File: src/rtl/dmux_pkg.sv
// Shared select encoding and channel count for the registered 1-to-2 demultiplexer.
package dmux_pkg;

    localparam int NUM_CH = 2;

    localparam logic CH0 = 1'b0;
    localparam logic CH1 = 1'b1;

    typedef logic [NUM_CH-1:0] valid_t;

    // One-hot channel flag for a given select value.
    function automatic valid_t sel_to_valid(input logic sel);
        return (sel == CH1) ? valid_t'(2'b10) : valid_t'(2'b01);
    endfunction

endpackage

File: src/rtl/dmux_out_reg.sv
// WIDTH-bit output register with synchronous active-high reset and load enable.
module dmux_out_reg #(
    parameter int WIDTH = 1
) (
    input  logic             clk,
    input  logic             rst,
    input  logic             en,
    input  logic [WIDTH-1:0] d,
    output logic [WIDTH-1:0] q
);

    // NOTE: sequential state uses non-blocking assignments so every register
    // samples its inputs from before the edge, independent of block ordering.
    always_ff @(posedge clk) begin
        if (rst) begin
            q <= '0;
        end else if (en) begin
            q <= d;
        end
    end

endmodule

File: src/rtl/dmux_1by2.sv
// Registered 1-to-2 demultiplexer: routes i to the channel picked by s, zeroes the other.
module dmux_1by2
    import dmux_pkg::*;
#(
    parameter int WIDTH = 1
) (
    input  logic                 clk,
    input  logic                 rst,
    input  logic [WIDTH-1:0]     i,
    input  logic                 s,
    input  logic                 en,
    output logic [2*WIDTH-1:0]   y,
    output logic [NUM_CH-1:0]    y_valid
);

    logic [WIDTH-1:0] ch_d [NUM_CH];
    logic [WIDTH-1:0] ch_q [NUM_CH];

    // NOTE: every always_comb output gets a default first, so no path through
    // the block leaves a value unassigned and no latch is inferred.
    always_comb begin
        ch_d[0] = '0;
        ch_d[1] = '0;
        if (s == CH1) begin
            ch_d[1] = i;
        end else begin
            ch_d[0] = i;
        end
    end

    for (genvar g = 0; g < NUM_CH; g++) begin : g_ch
        dmux_out_reg #(
            .WIDTH(WIDTH)
        ) u_out_reg (
            .clk(clk),
            .rst(rst),
            .en (en),
            .d  (ch_d[g]),
            .q  (ch_q[g])
        );

        assign y[g*WIDTH +: WIDTH] = ch_q[g];
    end

    // Valid flags share the channel registers' reset/enable so they stay in lockstep.
    always_ff @(posedge clk) begin
        if (rst) begin
            y_valid <= '0;
        end else if (en) begin
            y_valid <= sel_to_valid(s);
        end
    end

endmodule

File: config.mk
export PLATFORM = sky130hd
export DESIGN_NAME = dmux_1by2
export DESIGN_NICKNAME = d
export VERILOG_FILES = /design/src/rtl/dmux_pkg.sv /design/src/rtl/dmux_out_reg.sv /design/src/rtl/dmux_1by2.sv
export SDC_FILE = /design/constraint.sdc
export NUM_CORES = 1
export LEC_CHECK = 0
export CORE_AREA = 10 10 47 49
export CTS_BUF_LIST = sky130_fd_sc_hd__clkbuf_8
export DETAILED_ROUTE_END_ITERATION = 10
export DIE_AREA = 0 0 57 59
export DONT_BUFFER_PORTS = 1
export REMOVE_ABC_BUFFERS = 1
export SLEW_MARGIN = 20
export SYNTH_ARGS = -nofsm -noshare
export SYNTH_HDL_FRONTEND = slang
export SYNTH_SLANG_ARGS = --single-unit
File: constraint.sdc
create_clock -name clk -period 0.93 [get_ports clk]
set_clock_uncertainty 0.05 [all_clocks]
set_input_delay 0.186 -clock clk [delete_from_list [all_inputs] [get_ports clk]]
set_output_delay 0.186 -clock clk [all_outputs]
set_load 0.1 [all_outputs]
# Yosys cells after proc, flatten, opt, wreduce, memory -nomap -nowiden

Cells that the tools add are included.
Widths: inputs -> output; s select.

Output and inout port bits: 4
Register bits: 4
Logic and storage cells: 6

Multiplexer cells: 3

Operators by type and width:

| operator | count |
|---|---|
| $mux 1   | 2 |
| $mux 2   | 1 |

# Longest topological paths before layout

Gate-level depths: netlist (run 1).

Depth in word-level cells: 1
Depth in mapped cells: 2
Mapped depth without buffers: 2

# Cells and area by module

From an unflattened synthesis (run 1), not the netlist that was laid out.

Cell total of the unflattened synthesis: 15
Area, all modules: 151.4 um^2

By module, submodules not included:

| module       | times used | seq. area each (um^2) | area an instance (um^2) | cells an instance |
|---|---|---|---|---|
| dmux_1by2    | 1          | 40.0                  | 83.8                    | 9 |
| dmux_out_reg | 2          | 20.0                  | 33.8                    | 3 |

# Worst setup path after synthesis (run 1)

No wires, ideal clock.

Path kind: register -> register
Start: register y_valid[0] (netlist name)
End: register y_valid[0]
Stages on the path, launching flop included: 3
Required time: 794 ps
Path buffers: 0
Period minus slack after synthesis: 1297 ps
Library setup time: 86 ps
Arrival time: 1161 ps
Setup slack: -367 ps
Cells stage by stage: dfxtp_1 -> nor2_1 -> a211oi_1

RTL lines:

| item                 | RTL line        | RTL |
|---|---|---|
| end signal, assigned | dmux_1by2.sv:50 | `y_valid <= sel_to_valid(s);` |
| end, declared        | dmux_1by2.sv:13 | `output logic [NUM_CH-1:0] y_valid` |

# Worst setup path after layout (run 1)

Start: register y_valid[1]
End: output y_valid[1]

No word-level cell between the ends.

==> flow_metrics.tcl, run 1 <==
set metrics [dict create \
    rsz0062_at_grt "yes" \
    die-area_um2 3360 \
    drv_cap 0 \
    worst_slack_ns -0.0381 \
    ys_ff_latch 4 \
    hp-start "s" \
    synthToLayoutAreaGrowth_pct 101 \
    final_cell_area_um2 312 \
    wl_per_cell_um 12.4 \
    setup_viol 4 \
    drive_above_1_share 0.522 \
    via_per_inst 3.72 \
    grt_max_degree 8 \
    grt_pass1_vias 139 \
    max_stage_delay_ns 0.34 \
    drt-initial-drc-count 1 \
    cp-start-kind "flip-flop" \
    ios 9 \
    critical_path_buf_inv_count 1 \
    crit_slowest_cell "dfxtp_2" \
    yosysWarningCount 0 \
    antennaDiodeCount 0 \
    cp_cell_sequence "buf_12" \
    post-route-period-util 1.04 \
    cp-end-kind "primary output" \
    cpLargestDelayFamily "flip-flops" \
    arrival_ns 0.73 \
    syn_area_um2 155 \
    drt_pass1_iterations 2 \
    place_ws_ns 0.143 \
    track_usage 0.0310 \
    crit_path_max_fanout 2 \
    drc 0 \
    core_area_um2 1400 \
    violations "negative setup slack" \
    h-tree-depth 1 \
    peakVddDrop_mv 1.01 \
    ant_nets 0 \
    p_per_area_nw_per_um2 2190 \
    post-cts-setup-buffer-count 0 \
    finalCriticalPeriod_ns 0.968 \
    dieWidth_um 57 \
    r2r_setup_slack_ns 0.27 \
    yosysSeqAreaShare 0.516 \
    post_dp_cell_area_um2 240 \
    numPortBuffers 0 \
    antenna_found_initial 0 \
    die_h_um 59 \
    hold_depth 1 \
    syn_avg_cell_area_um2 9.70 \
    p_leak_uw 0.000117 \
    grt_pass1_wl_um 703 \
    root_buffer "clkbuf_8" \
    reg2regPathDepth 2 \
    routabilityCongestion 0.654 \
    clk_pin_slew_ns 0.03 \
    worstHoldEndpoint "y_valid[0]" \
    slew_headroom 0.889 \
    worst_slew_pin_slew_ns 0.167 \
    status "complete, but fails checks" \
    clock-sinks 4 \
    critPathKind "flip-flop to primary output" \
    wl_um 483 \
    rr_startpoint "y_valid[1]" \
    worstSkewPairLatency_ns 0.22 \
    via_count 145 \
    netlist_instances 16 \
    placementRows 14 \
    grt_overflow 0 \
    hold_path_class "input port to flip-flop" \
    initial_utilization 0.111 \
    slew_violations 0 \
    cts_tree "yes" \
    cts_buffer_depth 2 \
    fin_nets 30 \
    r2r_end "y_valid[1]" \
    timing.final.hold_violations 0 \
    cts_made_buffers 3 \
    cp.required_ns 0.69 \
    fmax_ghz 1.03 \
    yosysUniqueCellTypes 9 \
]
[cells in the final DEF, fill, tap and decap left out, drive strengths merged]
master	synthesis	final
a21oi	2	2
nor2	2	2
nand3	1	1
nand2b	2	2
buf	2	4
nand3b	1	1
clkbuf	0	3
mux2i	1	1
a211oi	1	1
dlygate4sd3	0	2
dfxtp	4	4
[cells by family after synthesis]
group | Yosys count | share of synthesized area
compound gates | 3 | 0.113
buf+inv | 2 | 0.0967
flops | 4 | 0.516
mux | 1 | 0.0645
simple gates | 6 | 0.210
[routing by layer]
layer / GRT usage / vias up / part of all wire
met2: 0.0202 / 12 / 0.31
met5: 0 / - / 0
li1: - / 67 / -
met3: 0.0515 / 2 / 0.27
met1: 0.0307 / 64 / 0.39
met4: 0.0302 / 0 / 0.017
[worst max-delay path by stage]
stage,slack [ns],to,depth (start not counted),start
2_1_floorplan,-0.37,y_valid[0],2,y_valid[0]
3_3_place_gp,0.15,y_valid[0],1,y_valid[0]
3_5_place_dp,0.14,y_valid[1],1,y_valid[1]
4_1_cts,-0.05,y_valid[1],1,y_valid[1]
5_1_grt,-0.06,y_valid[0],1,y_valid[0]
6_report,-0.04,y_valid[1],1,y_valid[1]
[cell type report]
class | count | area (µm²)
Tap cell | 16 | 20.0
Fill cell | 159 | 1090
Multi-Input combinational cell | 10 | 65.1
Sequential cell | 4 | 85.1
Timing Repair Buffer | 6 | 100
Clock buffer | 3 | 41.3
[synthesized netlist by cell type]
master	instances	area, µm²
a211oi_1	1	7.51
mux2i_1	1	10.0
a21oi_1	2	10.0
nand3_1	1	5.00
nand3b_1	1	7.51
dfxtp_1	4	80.1
nand2b_1	2	12.5
nor2_1	2	7.51
buf_4	2	15.0
[stage by stage]
step / std cells / setup TNS [ns] / util / hold slack, ns / total power [µW]
6_report: 39 / -0.145 / 0.222 / 0.00762 / 681
5_1_grt: 39 / -0.223 / 0.222 / 0.00131 / 711
4_1_cts: 38 / -0.174 / 0.212 / 0.00271 / 685
3_5_place_dp: 34 / 0 / 0.171 / 0.208 / 307
3_3_place_gp: 34 / 0 / 0.171 / 0.206 / 306
2_1_floorplan: 14 / -2.35 / - / 0.205 / 264
[flip-flops by register name, summed over array words and instances (netlist names)]
name,flops
g_ch.u_out_reg.q,2
y_valid,2
[timing repair]
item,4_1_cts,5_1_grt
endpoints found under the setup margin,4,5
endpoints found under the hold margin,4,1
resized for setup,4,1
hold buffers,1,1
[where the power goes]
| group | switching [µW] | total [µW] | internal [µW] |
|---|---|---|---|
| Sequential | 8.83 | 193 | 184 |
| Clock | 87.8 | 364 | 276 |
| Combinational | 76.8 | 125 | 48.3 |
(Power assumes the default switching activity.)
==> inputs of run 2 (changes only) <==
--- a/config.mk
+++ b/config.mk
@@ -5,12 +5,13 @@
 export SDC_FILE = /design/constraint.sdc
 export NUM_CORES = 1
 export LEC_CHECK = 0
+export ABC_CLOCK_PERIOD_IN_PS = 930
 export CORE_AREA = 10 10 47 49
-export CTS_BUF_LIST = sky130_fd_sc_hd__clkbuf_8
 export DETAILED_ROUTE_END_ITERATION = 10
 export DIE_AREA = 0 0 57 59
 export DONT_BUFFER_PORTS = 1
 export REMOVE_ABC_BUFFERS = 1
+export SETUP_SLACK_MARGIN = 0.15
 export SLEW_MARGIN = 20
 export SYNTH_ARGS = -nofsm -noshare
 export SYNTH_HDL_FRONTEND = slang
==> flow_metrics.tcl, run 2 (synthesis gave the netlist of run 1 again) <==
set metrics [dict create \
    status "complete, but fails checks" \
    violations "negative hold slack, negative setup slack" \
    numPortBuffers 0 \
    place_ws_ns 0.143 \
    drt_pass1_iterations 4 \
    cts-hold-fix-buffers 1 \
    drv_cap 0 \
    fmax_ghz 1.01 \
    n_fill_cell 162 \
    arrival_ns 0.75 \
    die-area_um2 3360 \
    met1_usage 0.0307 \
    initial_utilization 0.111 \
    critPathKind "flip-flop to primary output" \
    drive_above_1_share 0.545 \
    p_leak_uw 0.000114 \
    grt.met2_usage 0.0217 \
    slew_violations 0 \
    fin_nets 29 \
    largest_registers "g_ch.u_out_reg.q: 2 flops, y_valid: 2 flops" \
    finalCriticalPeriod_ns 0.989 \
    grt_max_degree 8 \
    cts_made_buffers 3 \
    antennaDiodeCount 0 \
    grt_pass1_vias 147 \
    h-tree-depth 1 \
    via_count 143 \
    cp_cell_sequence "buf_12" \
    hold_depth 1 \
    worst_slack_ns -0.0587 \
    rsz0062_at_grt "yes" \
    clk_pin_slew_ns 0.04 \
    max_stage_delay_ns 0.34 \
    p_total_uw 528 \
    reg2regPathDepth 2 \
    peakVddDrop_mv 1.13 \
    ant_nets 0 \
    timing.final.hold_violations 1 \
    wl_um 447 \
    crit_path_max_fanout 2 \
    drc 0 \
    root_buffer "clkbuf_4" \
    synthToLayoutAreaGrowth_pct 83.9 \
    worstHoldEndpoint "y_valid[0]" \
    grt_overflow 0 \
    critical_path_buf_inv_count 1 \
    cp-start-kind "flip-flop" \
    crit_slowest_cell "dfxtp_2" \
    ios 9 \
    rr_startpoint "y_valid[1]" \
    clock-sinks 4 \
    placementRows 14 \
    cts_buffer_depth 2 \
    top_usage_layer "met3" \
    post-route-period-util 1.06 \
    dieWidth_um 57 \
    hold_path_class "input port to flip-flop" \
    hp-start "en" \
    cts_tree "yes" \
    mostFrequentLayoutCells "4 x dfxtp_2, 4 x buf_12, 3 x clkbuf_4" \
    cp-end-kind "primary output" \
    track_usage 0.0310 \
    setup_viol 4 \
    grt_pass1_wl_um 696 \
    whs_ns -0.0147 \
    r2r_setup_slack_ns 0.26 \
    antenna_found_initial 0 \
    fin_util 0.204 \
    core_area_um2 1400 \
    worstSkewPairLatency_ns 0.23 \
    wl_per_cell_um 11.8 \
    die_h_um 59 \
    cp.required_ns 0.69 \
    grt.met3_usage 0.0558 \
    post-cts-setup-buffer-count 0 \
    p_per_area_nw_per_um2 1850 \
    slew_headroom 0.870 \
    drt-initial-drc-count 2 \
    tns_ns -0.219 \
    cpLargestDelayFamily "flip-flops" \
    r2r_end "y_valid[1]" \
    via_per_inst 3.76 \
    worst_slew_pin_slew_ns 0.196 \
    routabilityCongestion 0.654 \
]
-- run 2: cell count changes in the layout (fill, tap and decap cells not counted) --
cell	before	now
clkbuf_4	0	3
dlygate4sd3_1	2	0
dlymetal6s4s_1	0	1
clkbuf_8	3	0
-- run 2: metrics by stage --
stage	hold slack, ns	instance area, µm²	std cells
finish	-0.0147	285	38
global route	-0.0278	285	38
CTS	-0.0181	278	38
detailed placement	0.208	240	34
global placement	0.206	240	34
floorplan	0.205	140	14
-- run 2: area by class of cell --
cell class,count,area (µm²),share of cell area
timing repair buffer,5,92.6,0.325
sequential,4,85.1,0.298
multi-input combinational,10,65.1,0.228
clock buffer,3,22.5,0.0789
tap,16,20.0,0.0702
-- run 2: worst max-delay path by stage --
stage | from | to | slack, ns | cells after the start
CTS | y_valid[1] | y_valid[1] | -0.07 | 1
global placement | y_valid[0] | y_valid[0] | 0.15 | 1
finish | y_valid[0] | y_valid[0] | -0.06 | 1
global route | y_valid[0] | y_valid[0] | -0.09 | 1
detailed placement | y_valid[1] | y_valid[1] | 0.14 | 1
floorplan | y_valid[0] | y_valid[0] | -0.37 | 2
-- run 2: where the power goes --
group | switching, µW | internal [µW]
clock network | 69.2 | 144
registers | 8.91 | 183
logic | 75.7 | 46.2
-- run 2: timing repair --
action / CTS / global route
resized for setup: 4 / 2
gates cloned: 0 / 0
hold endpoints to repair: 4 / 1
endpoints found under the setup margin: 4 / 8
-- run 2: layer usage --
metal  part of all wire  vias to the layer above
li1                   -                       66
met1               0.35                       65
met2               0.34                       12
met3               0.31                        0
met4                  0                        0
met5                  0                        -
